`config.mk`:
```
export PLATFORM = sky130hd
export DESIGN_NAME = usb_rx_fifo
export DESIGN_NICKNAME = d
export VERILOG_FILES = /design/src/rtl/usb_rx_fifo.sv
export SDC_FILE = /design/constraint.sdc
export NUM_CORES = 1
export LEC_CHECK = 0
export BUFFER_PORTS_ARGS = -buffer_cell sky130_fd_sc_hd__clkbuf_2
export CAP_MARGIN = 15
export CORE_MARGIN = 2
export CORE_UTILIZATION = 55
export DETAILED_ROUTE_END_ITERATION = 12
export PLACE_DENSITY = 0.71
export SKIP_CTS_REPAIR_TIMING = 1
export SLEW_MARGIN = 20
export SYNTH_ARGS = -nofsm -noshare
export SYNTH_HDL_FRONTEND = slang
export SYNTH_SLANG_ARGS = --single-unit
```
`constraint.sdc`:
```
create_clock -name clk -period 9.1 [get_ports clk]
set_input_delay 2.275 -clock clk [delete_from_list [all_inputs] [get_ports clk]]
set_output_delay 2.275 -clock clk [all_outputs]
set_load 0.01 [all_outputs]
```
`src/rtl/usb_rx_fifo.sv`:
```
// Byte FIFO between the USB CDC receive endpoint and the JTAG command bridge.
// First-word-fall-through output stream with fill level and sticky back-pressure status.
module usb_rx_fifo #(
    parameter int DEPTH = 64,
    localparam int ADDR_W = $clog2(DEPTH)
) (
    input  logic              clk,
    input  logic              rst_i,
    input  logic [7:0]        in_data_i,
    input  logic              in_valid_i,
    output logic              in_ready_o,
    output logic [7:0]        out_data_o,
    output logic              out_valid_o,
    input  logic              out_ready_i,
    input  logic              flush_i,
    output logic [ADDR_W:0]   level_o,
    output logic              empty_o,
    output logic              full_o,
    output logic              backpressure_o
);

    // Handshake: a byte moves on a rising edge only when valid and ready are both
    // high on that edge; a producer holds its data stable until that edge occurs.
    logic [7:0]      mem [DEPTH];
    logic [ADDR_W:0] wr_ptr;
    logic [ADDR_W:0] rd_ptr;
    logic            do_write;
    logic            do_read;

    // Equal indices with differing wrap bits means the writer is one lap ahead.
    assign full_o      = (wr_ptr[ADDR_W-1:0] == rd_ptr[ADDR_W-1:0]) &&
                         (wr_ptr[ADDR_W] != rd_ptr[ADDR_W]);
    assign empty_o     = (wr_ptr == rd_ptr);
    assign level_o     = wr_ptr - rd_ptr;
    assign in_ready_o  = !full_o;
    assign out_valid_o = !empty_o;
    assign out_data_o  = empty_o ? 8'h00 : mem[rd_ptr[ADDR_W-1:0]];

    assign do_write = in_valid_i && in_ready_o && !flush_i;
    assign do_read  = out_valid_o && out_ready_i && !flush_i;

    always_ff @(posedge clk or posedge rst_i) begin
        if (rst_i) begin
            wr_ptr         <= '0;
            rd_ptr         <= '0;
            backpressure_o <= 1'b0;
        end else if (flush_i) begin
            wr_ptr         <= '0;
            rd_ptr         <= '0;
            backpressure_o <= 1'b0;
        end else begin
            if (do_write) begin
                wr_ptr <= wr_ptr + 1'b1;
            end
            if (do_read) begin
                rd_ptr <= rd_ptr + 1'b1;
            end
            if (in_valid_i && full_o) begin
                backpressure_o <= 1'b1;
            end
        end
    end

    // Storage needs no reset: nothing is visible until the write pointer moves past it.
    always_ff @(posedge clk) begin
        if (do_write) begin
            mem[wr_ptr[ADDR_W-1:0]] <= in_data_i;
        end
    end

endmodule

```
==> metrics.md <==
| Metric | Value |
|---|---|
| Status | finished, final reports clean |
| CTS root buf | clkbuf_16 |
| Via density | 6.24 |
| Starting Density | 55.9% |
| Setup violators final | 0 |
| Avg Cell Area, Syn | 19.0 um2 |
| Top cell type's share of synthesized area | 73.0% |
| Syn Inst Count | 1106 |
| WL final | 47.6 mm |
| Die area | 0.0399 mm2 |
| Hold Path Stages | 2 |
| Mapped Area | 0.0211 mm2 |
| Max-cap violations | 0 |
| Initial antenna violation count | 1 |
| Register bit total from synthesis | 527 |
| Maximum buffer depth of the clock tree | 3 |
| Hold WS | 518 ps |
| Slew @ Worst Pin | 1090 ps |
| EDFF count, synth | 512 |
| Final Hold Vio Count | 0 |
| Worst Path Arrival | 4180 ps |
| I/O pins | 33 |
| FMAX | 0.155 GHz |
| P_leak | 7.20 nW |
| Worst vdd ir | 0.213 mV |
| Min-delay worst type | register to register |
| Die height | 200 um |
| TritonCTS clock tree | built |
| Reg2reg path depth | 6 |
| Final nets | 1174 |
| Placed insts | 1611 |
| Commonest non-fill, non-tap cell in the layout | edfxtp_1 |
| CTS buffer count | 50 |
| Port Buffers | 32 |
| First-pass GRT wire length | 68.8 mm |
| Post-DP HPWL | 28.3 mm |
| Seq/Total Area, Yosys | 74.8% |
| Drt initial violations | 1334 |
| Largest net degree at the start of global routing | 96 |
| Crit path capture type | primary output |
| Synth Warn # | 0 |
| Syn_nets | 1128 |
| Power consumption | 0.00530 W |
| Area growth syn-to-layout | 10.4% |
| CP Launch Type | register |
| Async S/R FF share, synth | 2.85% |
| Antenna Nets Post-Route | 0 |
| Number of global-route vias before repair | 10500 |
| Library cells used by synthesis | 52 |
| Chip Width | 200 um |
| Final period utilization | 70.9% |
| Leading area contributor after synthesis | edfxtp_1 |
| Ys flop type | edfxtp_1 |
| Synth top area cells | edfxtp_1 73%, mux4_2 10%, mux2i_1 4.0% |
| Power per cell area | 228 mW/mm2 |
| Commonest cells after routing, fill and taps aside | 512 x edfxtp_1, 110 x nor2_1, 94 x mux4_2 |
| Num rows | 71 |
| Drt pass-1 iters | 5 |
| RSZ-0062 raised after global routing | false |
| Via count | 10615 |
| Slew Viols, Final | 0 |
| Clk pin slew, worst setup/hold paths | 60 ps |
| Crit Path Class | register to primary output |
| Routed len/inst | 28.0 um |
| Htree depth | 2 |
| Fin crit period | 6450 ps |
| Layout Cells excl Fill | 1701 |
| Critical path data required time | 6830 ps |
| Max-slew headroom | 27.0% |
| Setup TNS | 0 ps |
| Clk sinks | 527 |
| Skew-Pair Late Insertion Delay | 590 ps |
| Critical path, cell by cell | buf_12 > mux4_2 > nand2_1 > a21oi_1 > a2111oi_0 > nor2_1 > a32o_1 > clkbuf_2 |
| DRC Markers | 0 |
| Layout cells sized above 1 | 18.4% |
| Final core utilization | 61.7% |
| Routability cong. | 0.822 |
| Clock skew | 13.3 ps |
| All-layer global routing usage | 24.7% |
| Area of the core | 0.0377 mm2 |
| Delay of the slowest critical-path stage | 920 ps |
| ANT cells | 0 |
| Critical-path top delay cell | dfrtp_4 |
| Grt ovf | 0 |
| Crit-path max FO | 95 |
==> state kept, by name, summed over array words and instances, names as in the netlist <==
name,cells
wr_ptr,7
mem,512
rd_ptr,7
backpressure_o,1
==> per-stage QoR <==
stage / area, um2 / setup slack [ps]
finish: 23300 / 2650
floorplan: 21100 / 4290
global route: 23300 / 2650
global placement: 21700 / 3340
CTS: 23300 / 2720
detailed placement: 21700 / 3350
==> Yosys cell counts, types with 10 or more instances <==
cell / n
nor2_1: 110
mux4_2: 94
edfxtp_1: 512
o21ai_0: 11
buf_6: 12
xnor2_1: 11
buf_2: 16
dfrtp_1: 15
a21oi_1: 16
nand2_1: 36
nor3_1: 10
a22oi_1: 14
clkbuf_1: 13
inv_1: 12
mux2i_1: 84
==> kinds of logic (layout without fill, tap and decap cells) <==
group | Yosys count | after routing | share of synthesized area [%]
flip-flops | 527 | 527 | 74.8
multiplexers | 180 | 180 | 14.2
AO/OA/AOI/OAI | 106 | 106 | 3.72
buffers and inverters | 70 | 154 | 1.97
adder cells (fa/ha/maj) | 9 | 9 | 0.570
AND/OR/NAND/NOR | 195 | 195 | 4.02
XOR/XNOR | 19 | 19 | 0.790
==> final timing paths <==
| kind | from | endpoint | slack, ps |
|---|---|---|---|
| min in group asynchronous | rst_i | wr_ptr[1]$_DFFE_PP0P_ | 1730 |
| hold reg to reg | backpressure_o$_DFFE_PP0P_ | backpressure_o$_DFFE_PP0P_ | 520 |
| setup reg to reg | rd_ptr[2]$_DFFE_PP0P_ | mem[10][5]$_DFFE_PP_ | 4570 |
| hold / removal | backpressure_o$_DFFE_PP0P_ | backpressure_o$_DFFE_PP0P_ | 520 |
| max in group asynchronous | rst_i | rd_ptr[0]$_DFFE_PP0P_ | 6900 |
| setup / recovery | rd_ptr[1]$_DFFE_PP0P_ | out_data_o[3] | 2650 |
==> metal layers <==
metal,track usage (%),share of wire (%),vias up
met3,6.28,9.3,91
met2,38.0,47,487
met1,34.7,40,5463
met4,9.11,3.3,2
li1,-,-,4572
met5,0,0.021,-
==> cell type report <==
class                           count  area (um2)
Clock buffer                       73        1450
Clock inverter                     17         149
Fill cell                        2657       14400
Inverter                           14        52.6
Multi-Input combinational cell    509        4900
Sequential cell                   527       15800
Tap cell                          511         639
Timing Repair Buffer               50         308
==> power by group <==
part	internal, W	total (W)	switching, W
clock network	0.00118	0.00203	0.000848
registers	0.00267	0.00271	0.0000370
logic	0.000243	0.000559	0.000316
==> worst max-delay path: cells and delay by family, from the launching register on <==
kind,cells,cell delay [ps]
buffers and inverters,2,690
AOI/OAI and AO/OA,3,1290
muxes,1,400
DFF,1,920
and+or+nand+nor,2,220
Note: power is estimated with default switching activity, not from simulation.
